--- src/rtl/i2c_uart_tx_stage.sv ---
// I2C-to-UART bridge transmit stage. Bytes from the I2C receiver are queued in a
// small FIFO and sent as UART 8N1 frames, LSB first.
module i2c_uart_tx_stage #(
  parameter int CLKS_PER_BIT = 434,
  parameter int FIFO_DEPTH   = 4
) (
  input  logic                          CLK,
  input  logic                          RST_N,
  input  logic [7:0]                    DATA_IN,
  input  logic                          DATA_VALID,
  output logic                          TX,
  output logic                          BUSY,
  output logic                          FIFO_FULL,
  output logic                          OVERFLOW,
  output logic [$clog2(FIFO_DEPTH):0]   FIFO_COUNT
);

  localparam int AW = $clog2(FIFO_DEPTH);
  localparam int BW = (CLKS_PER_BIT > 1) ? $clog2(CLKS_PER_BIT) : 1;
  localparam logic [BW-1:0] BAUD_LAST = BW'(CLKS_PER_BIT - 1);

  typedef enum logic [1:0] {
    IDLE,
    START,
    DATA,
    STOP
  } state_t;

  state_t         state;
  state_t         state_next;

  logic [7:0]     mem [FIFO_DEPTH];
  logic [AW:0]    wr_ptr;
  logic [AW:0]    rd_ptr;
  logic           empty;
  logic           full;
  logic           push;
  logic           pop;
  logic           drop;
  logic [7:0]     head;

  logic [BW-1:0]  baud_cnt;
  logic [BW-1:0]  baud_next;
  logic           baud_done;
  logic [2:0]     bit_idx;
  logic [2:0]     bit_next;
  logic [7:0]     shift;
  logic [7:0]     shift_next;
  logic           tx_reg;
  logic           tx_next;
  logic           overflow_reg;

  // The extra pointer MSB tells a full FIFO apart from an empty one.
  assign empty = (wr_ptr == rd_ptr);
  assign full  = (wr_ptr[AW] != rd_ptr[AW]) && (wr_ptr[AW-1:0] == rd_ptr[AW-1:0]);
  assign push  = DATA_VALID && (!full || pop);
  assign drop  = DATA_VALID && full && !pop;
  assign head  = mem[rd_ptr[AW-1:0]];

  always_ff @(posedge CLK) begin
    if (push) begin
      mem[wr_ptr[AW-1:0]] <= DATA_IN;
    end
  end

  always_ff @(posedge CLK or negedge RST_N) begin
    if (!RST_N) begin
      wr_ptr       <= '0;
      rd_ptr       <= '0;
      overflow_reg <= 1'b0;
    end else begin
      if (push) begin
        wr_ptr <= wr_ptr + 1'b1;
      end
      if (pop) begin
        rd_ptr <= rd_ptr + 1'b1;
      end
      if (drop) begin
        overflow_reg <= 1'b1;
      end
    end
  end

  assign baud_done = (baud_cnt == BAUD_LAST);

  always_ff @(posedge CLK or negedge RST_N) begin
    if (!RST_N) begin
      state    <= IDLE;
      baud_cnt <= '0;
      bit_idx  <= '0;
      shift    <= '0;
      tx_reg   <= 1'b1;
    end else begin
      state    <= state_next;
      baud_cnt <= baud_next;
      bit_idx  <= bit_next;
      shift    <= shift_next;
      tx_reg   <= tx_next;
    end
  end

  // TX is computed one cycle ahead so the line itself comes straight from a flop.
  always_comb begin
    state_next = state;
    baud_next  = baud_cnt;
    bit_next   = bit_idx;
    shift_next = shift;
    tx_next    = tx_reg;
    pop        = 1'b0;

    unique case (state)
      IDLE: begin
        tx_next = 1'b1;
        if (!empty) begin
          pop        = 1'b1;
          shift_next = head;
          baud_next  = '0;
          tx_next    = 1'b0;
          state_next = START;
        end
      end

      START: begin
        if (baud_done) begin
          baud_next  = '0;
          bit_next   = '0;
          tx_next    = shift[0];
          state_next = DATA;
        end else begin
          baud_next = baud_cnt + 1'b1;
        end
      end

      DATA: begin
        if (baud_done) begin
          baud_next  = '0;
          shift_next = {1'b0, shift[7:1]};
          if (bit_idx == 3'd7) begin
            tx_next    = 1'b1;
            state_next = STOP;
          end else begin
            bit_next = bit_idx + 1'b1;
            tx_next  = shift[1];
          end
        end else begin
          baud_next = baud_cnt + 1'b1;
        end
      end

      STOP: begin
        if (baud_done) begin
          baud_next = '0;
          // A queued byte starts its frame immediately, with no idle bit between.
          if (!empty) begin
            pop        = 1'b1;
            shift_next = head;
            tx_next    = 1'b0;
            state_next = START;
          end else begin
            tx_next    = 1'b1;
            state_next = IDLE;
          end
        end else begin
          baud_next = baud_cnt + 1'b1;
        end
      end

      default: begin
        tx_next    = 1'b1;
        state_next = IDLE;
      end
    endcase
  end

  assign TX         = tx_reg;
  assign BUSY       = (state != IDLE) || !empty;
  assign FIFO_FULL  = full;
  assign OVERFLOW   = overflow_reg;
  assign FIFO_COUNT = wr_ptr - rd_ptr;

endmodule

--- config.mk ---
export PLATFORM = sky130hd
export DESIGN_NAME = i2c_uart_tx_stage
export DESIGN_NICKNAME = d
export VERILOG_FILES = /design/src/rtl/i2c_uart_tx_stage.sv
export SDC_FILE = /design/constraint.sdc
export NUM_CORES = 1
export LEC_CHECK = 0
export BUFFER_PORTS_ARGS = -buffer_cell sky130_fd_sc_hd__buf_2
export CORE_MARGIN = 2
export CORE_UTILIZATION = 55
export CTS_CLUSTER_DIAMETER = 50
export DETAILED_ROUTE_END_ITERATION = 10
export PLACE_DENSITY = 0.73
export SLEW_MARGIN = 10
export SYNTH_ARGS = -nofsm -noshare
export SYNTH_HDL_FRONTEND = slang
export SYNTH_SLANG_ARGS = --single-unit
--- constraint.sdc ---
create_clock -name CLK -period 5.2 [get_ports CLK]
set_clock_uncertainty 0.05 [all_clocks]
set_input_delay 1.04 -clock CLK [delete_from_list [all_inputs] [get_ports CLK]]
set_output_delay 1.04 -clock CLK [all_outputs]
set_load 0.02 [all_outputs]
==> impl_metrics.env, run 1 <==
export IMPL_status="finished, final reports clean"
export IMPL_worst_slew_pin_slew_ns=1.02
export IMPL_die_y_um=77.9
export IMPL_postSynthCellCount=215
export IMPL_die_area_um2=6070
export IMPL_post_cts_resized=0
export IMPL_drv_cap=0
export IMPL_clk_pin_slew_ns=0.08
export IMPL_cts_tree="done"
export IMPL_holdPathEnd="OVERFLOW"
export IMPL_grt_use_met3=0.0419
export IMPL_drt_wirelength_per_cell_um=15.8
export IMPL_period_minus_slack_ns=3.30
export IMPL_drt_total_wl_um=4920
export IMPL_drc=0
export IMPL_dpl_hpwl_um=3430
export IMPL_die_x_um=77.9
export IMPL_cts_sinks=62
export IMPL_hold_viol_final=0
export IMPL_startpoint_type="flop"
export IMPL_finalSetupTns_ns=0
export IMPL_required_ns=4.11
export IMPL_synth_seq_area_share=0.570
export IMPL_irDropWorstVdd_uv=394
export IMPL_rr_worst_depth=5
export IMPL_met2_usage=0.269
export IMPL_yosysUniqueCellTypes=45
export IMPL_final_cell_mix="edfxtp_1, dfrtp_1, mux2_2, buf_2, ha_1"
export IMPL_clk_latency_ns=0.34
export IMPL_grt_overflow=0
export IMPL_nNetsFinal=264
export IMPL_layoutNonFillerInstCount=311
export IMPL_drtIter0Drc=92
export IMPL_report_final_setup_viol=0
export IMPL_postCtsSetupBuffers=0
export IMPL_cp_arrival_ns=2.21
export IMPL_syn2layout_area_growth_pct=9.87
export IMPL_vias_per_cell=5.59
export IMPL_grt_usage=0.184
export IMPL_ys_async_sr_fraction=0.484
export IMPL_path_max_fanout=11
export IMPL_fmax_mhz=303
export IMPL_clk_path_buf_depth=2
export IMPL_grt_max_degree=31
export IMPL_synth_edf_count=32
export IMPL_timing_hold_ws_ns=0.432
export IMPL_reg2reg_slack_ns=2.65
export IMPL_design_core_area_um2=5200
export IMPL_gp_congestion=0.832
export IMPL_row_count=26
export IMPL_crit_path_end_kind="output pin"
export IMPL_root_buffer="clkbuf_8"
export IMPL_antenna_found_initial=0
export IMPL_holdPathStages=1
export IMPL_first_pass_iters=4
export IMPL_hp_start="OVERFLOW"
export IMPL_grt_pass1_vias=1733
export IMPL_critPathKind="flop to output pin"
export IMPL_ys_flop_type="edfxtp_1"
export IMPL_synth_seq_cells=62
export IMPL_antennaDiodeCount=0
export IMPL_fill_cells=385
export IMPL_p_leak_nw=1.33
export IMPL_initial_core_util=0.577
export IMPL_p_total_mw=2.05
export IMPL_routed_via_count=1740
export IMPL_cellPowerDensity_nw_per_um2=622
export IMPL_final_common_cell="edfxtp_1"
export IMPL_grtUsageMet1=0.258
export IMPL_io_buffer_count=17
export IMPL_dp_cells=295
export IMPL_hp_class="flop to flop"
export IMPL_drive_gt1_frac=0.278
export IMPL_cts_max_level=3
export IMPL_finalMaxSlewViolations=0
export IMPL_ctsHoldBuffers=0
export IMPL_reg2reg_to="mem[3][2]"
export IMPL_grt_pass1_wl_um=8390
export IMPL_top_usage_layer="met2"
export IMPL_cts_made_buffers=9
export IMPL_netlist_area_um2=3010
export IMPL_syn_num_nets=243
export IMPL_yosys_warnings=0
export IMPL_ant_nets=0
export IMPL_syn_avg_cell_area_um2=14.0
export IMPL_timing_rr_start="baud_cnt[1]"
export IMPL_max_slew_margin=0.323
export IMPL_boundaryPins=18
export IMPL_rsz0062_at_grt="no"
export IMPL_post_route_period_util=0.635
## worst max path at each step
stage | start | cells past startpoint | slack (ns) | to
after floorplan | rd_ptr[1] | 5 | 2.52 | BUSY
after CTS | rd_ptr[0] | 4 | 1.88 | BUSY
final | rd_ptr[0] | 4 | 1.90 | BUSY
after detailed placement | rd_ptr[0] | 4 | 2.26 | BUSY
after global placement | rd_ptr[0] | 4 | 2.28 | BUSY
after global routing | rd_ptr[0] | 4 | 1.72 | BUSY
## layout make-up
class / instances / area (µm²) / area share
flip-flops and latches: 62 / 1710 / 0.519
clock inverters: 7 / 56.3 / 0.0171
well taps: 70 / 87.6 / 0.0265
multi-input cells: 135 / 1190 / 0.362
repair buffers: 17 / 85.1 / 0.0258
inverters: 11 / 41.3 / 0.0125
clock buffers: 9 / 124 / 0.0375
## layer usage
metal	wire length, µm	vias up
li1	-	850
met1	2350	846
met2	2310	33
met3	164	11
met4	100	0
met5	0	-
## synth_stat cells (2+ instances only)
cell type,number,area (µm²)
or2_2,2,12.5
ha_1,16,200
nand2b_1,3,18.8
mux2_2,17,191
nor2_1,5,18.8
dfrtp_1,29,726
xor2_1,3,26.3
a41oi_1,2,17.5
buf_6,3,33.8
nor3_1,3,15.0
nand2_1,15,56.3
and2_1,3,18.8
xnor2_1,2,17.5
clkbuf_1,2,7.51
o21ai_0,10,50.1
nor2b_1,3,18.8
buf_4,2,15.0
a21oi_1,6,30.0
a31oi_1,8,50.1
mux4_2,8,180
inv_1,10,37.5
a22o_1,3,26.3
nand3_1,6,30.0
edfxtp_1,32,961
and3_1,2,12.5
## kinds of logic after synthesis
logic type | synth area share
AOI/OAI and AO/OA | 0.0887
xor gates and xnor gates | 0.0200
adders and majority gates | 0.0733
buffers and inverters | 0.0325
DFF | 0.570
muxes | 0.127
and+or+nand+nor | 0.0883
## power breakdown
group | internal (mW) | total [mW] | switching (mW)
clock network | 0.178 | 0.385 | 0.207
logic | 0.412 | 0.855 | 0.443
registers | 0.685 | 0.812 | 0.128
total | 1.27 | 2.05 | 0.778
## per-stage QoR
step	util	instance area [µm²]	setup slack, ns
after global routing	0.634	3300	1.72
after detailed placement	0.600	3120	2.26
after global placement	0.600	3120	2.28
final	0.634	3300	1.90
after floorplan	-	3010	2.52
after CTS	0.634	3300	1.88
## sequential cells by signal, indices dropped and copies added (netlist names), 2 cells and up
register	flops
rd_ptr	3
shift	8
mem	32
baud_cnt	9
state	2
wr_ptr	3
bit_idx	3
## worst max-delay path, cell delays in order (launching register included)
cell      delay, ns
dfrtp_1        0.60
ha_1           0.46
and4_1         0.29
clkinv_1       0.27
buf_2          0.25
Power figures use the tool's default switching activity.
==> run 2, diff against run 1 <==
--- a/config.mk
+++ b/config.mk
@@ -7,10 +7,10 @@
 export LEC_CHECK = 0
 export BUFFER_PORTS_ARGS = -buffer_cell sky130_fd_sc_hd__buf_2
 export CORE_MARGIN = 2
-export CORE_UTILIZATION = 55
+export CORE_UTILIZATION = 54
 export CTS_CLUSTER_DIAMETER = 50
 export DETAILED_ROUTE_END_ITERATION = 10
-export PLACE_DENSITY = 0.73
+export PLACE_DENSITY = 0.75
 export SLEW_MARGIN = 10
 export SYNTH_ARGS = -nofsm -noshare
 export SYNTH_HDL_FRONTEND = slang
==> constraint.sdc (replaced) <==
create_clock -name CLK -period 2.9 [get_ports CLK]
set_clock_uncertainty 0.05 [all_clocks]
set_input_delay 0.58 -clock CLK [delete_from_list [all_inputs] [get_ports CLK]]
set_output_delay 0.58 -clock CLK [all_outputs]
set_load 0.02 [all_outputs]
==> run 2 against run 1 <==
Compared with the run above: power grew 85%; register-to-register slack lost 2.2 ns; sequential share of layout area shrank 0.79 points; clock-buffer cell count grew 1; combinational power grew 93%; worst setup slack lost 1.5 ns; sequential power grew 71%.
==> impl_metrics.env, run 2 (synthesis results as in run 1) <==
export IMPL_rsz0062_at_grt="no"
export IMPL_crit_slowest_cell="a21oi_1"
export IMPL_final_cell_area_um2=3350
export IMPL_combPwrFrac=0.435
export IMPL_status="finished, final reports clean"
export IMPL_gp_congestion=0.806
export IMPL_io_buffer_count=17
export IMPL_cts_max_level=3
export IMPL_first_pass_iters=4
export IMPL_hp_class="primary input to asynchronous set/reset pin"
export IMPL_drv_cap=0
export IMPL_cts_made_buffers=9
export IMPL_rr_worst_depth=5
export IMPL_post_route_period_util=0.853
export IMPL_design_core_area_um2=5440
export IMPL_startpoint_type="flop"
export IMPL_antenna_found_initial=0
export IMPL_cp_depth=5
export IMPL_fmax_mhz=404
export IMPL_timing_hold_ws_ns=0.239
export IMPL_drc=0
export IMPL_root_buffer="clkbuf_8"
export IMPL_initial_core_util=0.553
export IMPL_grt_overflow=0
export IMPL_syn2layout_area_growth_pct=11.6
export IMPL_post_cts_resized=0
export IMPL_period_minus_slack_ns=2.47
export IMPL_row_count=27
export IMPL_final_common_cell="edfxtp_1"
export IMPL_p_sw_frac=0.368
export IMPL_p_sw_mw=1.39
export IMPL_clk_path_buf_depth=2
export IMPL_hold_viol_final=0
export IMPL_intPower_mw=2.40
export IMPL_clk_latency_ns=0.33
export IMPL_path_max_fanout=9
export IMPL_drt_total_wl_um=5070
export IMPL_routed_via_count=1804
export IMPL_drtIter0Drc=101
export IMPL_ctsHoldBuffers=0
export IMPL_path_cells="inv_1, ha_1, and4b_1, nand4b_1, a21oi_1"
export IMPL_antennaDiodeCount=0
export IMPL_place_area_um2=3150
export IMPL_grt_pass1_vias=1813
export IMPL_grtUsageMet1=0.237
export IMPL_reg2reg_slack_ns=0.43
export IMPL_max_slew_margin=0.343
export IMPL_die_y_um=78.6
export IMPL_die_area_um2=6180
export IMPL_grt_usage=0.185
export IMPL_fin_util=0.617
export IMPL_cts_tree="done"
export IMPL_met2_usage=0.304
export IMPL_largest_reg_flops=32
export IMPL_critPathKind="flop to flop"
export IMPL_p_total_mw=3.79
export IMPL_grt_max_degree=31
export IMPL_clk_pin_slew_ns=0.07
export IMPL_cp_arrival_ns=2.37
export IMPL_final_cell_mix="edfxtp_1, dfrtp_1, mux2_2, buf_2, ha_1"
export IMPL_drt_wirelength_per_cell_um=16.0
export IMPL_p_leak_nw=1.35
export IMPL_worst_slew_pin_slew_ns=0.986
export IMPL_crit_path_end_kind="flop"
export IMPL_vias_per_cell=5.69
export IMPL_drive_gt1_frac=0.286
export IMPL_required_ns=2.80
export IMPL_critPathTopFamily="compound AO/OA/AOI/OAI gates"
export IMPL_nNetsFinal=268
export IMPL_grt_use_met3=0.0356
export IMPL_cellPowerDensity_nw_per_um2=1130
export IMPL_postCtsSetupBuffers=0
export IMPL_finalMaxSlewViolations=0
export IMPL_ant_nets=0
export IMPL_report_final_setup_viol=0
export IMPL_die_x_um=78.6
export IMPL_dpl_hpwl_um=3610
export IMPL_power_share_clock=0.197
export IMPL_top_usage_layer="met2"
export IMPL_grt_pass1_wl_um=8580
export IMPL_finalSetupTns_ns=0
export IMPL_boundaryPins=18
export IMPL_pwr_share_seq=0.368
export IMPL_cts_sinks=62
export IMPL_irDropWorstVdd_uv=856
export IMPL_cp_num_buf_inv=1
export IMPL_critPathMaxStageDelay_ns=0.84
run 2: cell count changes in the layout (fill, tap and decap cells not counted), sizes merged:
cell	change
buf	+4
bufinv	+1
clkbuf	+1
clkinv	-1
clkinvlp	+1
inv	-2
run 2: worst reg2reg max path, delay by kind of cell, from the launching register on:
family,cells,cell delay (ns)
AOI/OAI and AO/OA,1,0.84
buffers and inverters,1,0.09
adders and majority gates,1,0.13
and+or+nand+nor,2,0.60
DFF,1,0.39
run 2: per-layer routing:
metal,vias up,wire length [µm]
met5,-,0
met4,0,94
met3,9,163
met2,42,2550
met1,897,2260
li1,856,-
run 2: layout make-up:
| class | instances | area (µm²) |
|---|---|---|
| timing repair buffer | 21 | 115 |
| multi-input combinational | 135 | 1190 |
| clock inverter | 6 | 71.3 |
| inverter | 11 | 41.3 |
| clock buffer | 10 | 128 |
| tap | 72 | 90.1 |
| sequential | 62 | 1710 |
| fill | 416 | 2090 |
run 2: per-stage QoR:
stage | instances | worst slack (ns)
after CTS | 317 | 0.420
final | 317 | 0.426
after detailed placement | 301 | 0.464
after global placement | 301 | 0.492
after floorplan | 215 | 0.680
after global routing | 317 | 0.277
run 2: power groups by stage:
stage | logic [mW] | clock network [mW] | registers (mW)
after floorplan | 1.29 | 0 | 1.38
after global placement | 1.61 | 0 | 1.40
after detailed placement | 1.66 | 0 | 1.41
after CTS | 1.67 | 0.757 | 1.40
after global routing | 1.83 | 0.799 | 1.43
final | 1.65 | 0.747 | 1.39
run 2: path summary, 6_finish.rpt:
kind / start / to
min: RST_N / baud_cnt[4]
max: baud_cnt[1] / mem[3][3]
min reg2reg: OVERFLOW / OVERFLOW
max in group asynchronous: RST_N / bit_idx[0]
max reg2reg: baud_cnt[1] / mem[3][3]
min in group CLK: DATA_IN[7] / mem[1][7]
==> run 3, diff against run 2 <==
--- a/config.mk
+++ b/config.mk
@@ -7,10 +7,10 @@
 export LEC_CHECK = 0
 export BUFFER_PORTS_ARGS = -buffer_cell sky130_fd_sc_hd__buf_2
 export CORE_MARGIN = 2
-export CORE_UTILIZATION = 54
+export CORE_UTILIZATION = 55
 export CTS_CLUSTER_DIAMETER = 50
 export DETAILED_ROUTE_END_ITERATION = 10
-export PLACE_DENSITY = 0.75
+export PLACE_DENSITY = 0.73
 export SLEW_MARGIN = 10
 export SYNTH_ARGS = -nofsm -noshare
 export SYNTH_HDL_FRONTEND = slang
==> constraint.sdc (replaced) <==
create_clock -name CLK -period 3.15 [get_ports CLK]
set_clock_uncertainty 0.05 [all_clocks]
set_input_delay 0.63 -clock CLK [delete_from_list [all_inputs] [get_ports CLK]]
set_output_delay 0.63 -clock CLK [all_outputs]
set_load 0.02 [all_outputs]
==> run 3 against run 2 <==
Compared with the run above: sequential share of layout area rose by 0.076 points; sequential power fell by 6%; combinational power fell by 10%; clock power fell by 5.4%; cell count fell by 0.95%; register-to-register slack improved by 0.27 ns; critical endpoint is now BUSY; highest routed layer unchanged.
==> impl_metrics.env, run 3 (synthesis results as in run 1) <==
export IMPL_ctsHoldBuffers=0
export IMPL_m1WireLength_um=2410
export IMPL_ant_nets=0
export IMPL_critPathMaxStageDelay_ns=0.66
export IMPL_irDropWorstVdd_uv=818
export IMPL_nNetsFinal=267
export IMPL_post_cts_resized=0
export IMPL_finalSetupTns_ns=0
export IMPL_post_route_period_util=0.852
export IMPL_cts_max_level=3
export IMPL_finalMaxSlewViolations=0
export IMPL_p_leak_nw=1.35
export IMPL_row_count=26
export IMPL_worst_slew_pin_slew_ns=0.969
export IMPL_final_common_cell="edfxtp_1"
export IMPL_report_final_setup_viol=0
export IMPL_cellPowerDensity_nw_per_um2=1040
export IMPL_root_buffer="clkbuf_8"
export IMPL_design_core_area_um2=5200
export IMPL_boundaryPins=18
export IMPL_dpl_hpwl_um=3520
export IMPL_required_ns=2.47
export IMPL_crit_path_end_kind="output pin"
export IMPL_antenna_found_initial=0
export IMPL_layoutNonFillerInstCount=314
export IMPL_clk_latency_ns=0.33
export IMPL_wl_met3_um=148
export IMPL_final_cell_mix="edfxtp_1, dfrtp_1, mux2_2, buf_2, ha_1"
export IMPL_drive_gt1_frac=0.287
export IMPL_first_pass_iters=4
export IMPL_routed_wl_met2_um=2350
export IMPL_clk_pin_slew_ns=0.07
export IMPL_highest_layer="met4"
export IMPL_fmax_mhz=373
export IMPL_startpoint_type="flop"
export IMPL_postCtsSetupBuffers=0
export IMPL_drv_cap=0
export IMPL_hold_viol_final=0
export IMPL_path_max_fanout=12
export IMPL_cp_arrival_ns=2.00
export IMPL_io_buffer_count=17
export IMPL_die_x_um=77.9
export IMPL_cts_tree="done"
export IMPL_period_minus_slack_ns=2.68
export IMPL_cts_made_buffers=9
export IMPL_grt_max_degree=31
export IMPL_cts_sinks=62
export IMPL_crit_slowest_cell="dfrtp_1"
export IMPL_die_y_um=77.9
export IMPL_die_area_um2=6070
export IMPL_initial_core_util=0.577
export IMPL_drt_wirelength_per_cell_um=15.9
export IMPL_grt_pass1_vias=1707
export IMPL_place_ws_ns=0.676
export IMPL_grt_overflow=0
export IMPL_drt_total_wl_um=5000
export IMPL_largest_reg_flops=32
export IMPL_rsz0062_at_grt="no"
export IMPL_path_cells="inv_1, ha_1, and4_1, clkinv_1, buf_2"
export IMPL_drtIter0Drc=83
export IMPL_grt_pass1_wl_um=8380
export IMPL_gp_congestion=0.779
export IMPL_max_slew_margin=0.354
export IMPL_antennaDiodeCount=0
export IMPL_vias_per_cell=5.64
export IMPL_hp_class="primary input to asynchronous set/reset pin"
export IMPL_drc=0
export IMPL_routed_via_count=1770
export IMPL_clk_path_buf_depth=2
export IMPL_dp_cells=298
export IMPL_status="finished, final reports clean"
export IMPL_grt_usage=0.184
export IMPL_syn2layout_area_growth_pct=11.4
export IMPL_critPathKind="flop to output pin"
export IMPL_finalWorstSetupSlack_ns=0.468
[run 3: cell types whose count changed in the layout (fill, tap and decap cells not counted), sizes merged]
cell    delta
inv        +2
buf        -1
clkbuf     -1
clkinv     -1
[run 3: routing by layer]
metal  vias up  track usage
li1        853            -
met3         9       0.0372
met2        30        0.279
met4         0       0.0947
met1       878        0.251
met5         -            0
[run 3: report_power, final]
part / internal, mW / switching [mW] / total (mW)
Sequential: 1.13 / 0.178 / 1.31
Clock: 0.374 / 0.332 / 0.707
Combinational: 0.696 / 0.779 / 1.48
Total: 2.20 / 1.29 / 3.49
[run 3: final cells by class]
cell class	instances	area (µm²)
Inverter	11	41.3
Fill cell	401	1860
Timing Repair Buffer	20	108
Clock buffer	9	124
Tap cell	70	87.6
Multi-Input combinational cell	135	1190
Clock inverter	7	80.1
Sequential cell	62	1710
[run 3: final timing paths]
check,start,to,slack [ns],cells past startpoint
worst max-delay path,rd_ptr[1],BUSY,0.47,5
worst min-delay path,RST_N,baud_cnt[6],0.28,1
worst max register to register,rd_ptr[1],mem[3][1],0.70,5
worst min register to register,OVERFLOW,OVERFLOW,0.43,1
max in group asynchronous,RST_N,baud_cnt[1],2.34,1
min in group CLK,OVERFLOW,OVERFLOW,0.43,1
[run 3: worst max-delay path: cells and delay by family (launching register included)]
family                   cells  cell delay [ns]
AND/OR/NAND/NOR              1             0.31
adder cells (fa/ha/maj)      1             0.34
buffers and inverters        3             0.37
flip-flops                   1             0.66
[run 3: through the flow]
stage | cell area, µm² | power [mW] | hold slack (ns) | utilization
2_1_floorplan | 3010 | 2.47 | 0.284 | -
4_1_cts | 3350 | 3.53 | 0.297 | 0.643
3_3_place_gp | 3140 | 2.78 | 0.431 | 0.604
6_report | 3350 | 3.49 | 0.279 | 0.643
3_5_place_dp | 3140 | 2.81 | 0.409 | 0.604
5_1_grt | 3350 | 3.74 | 0.338 | 0.643
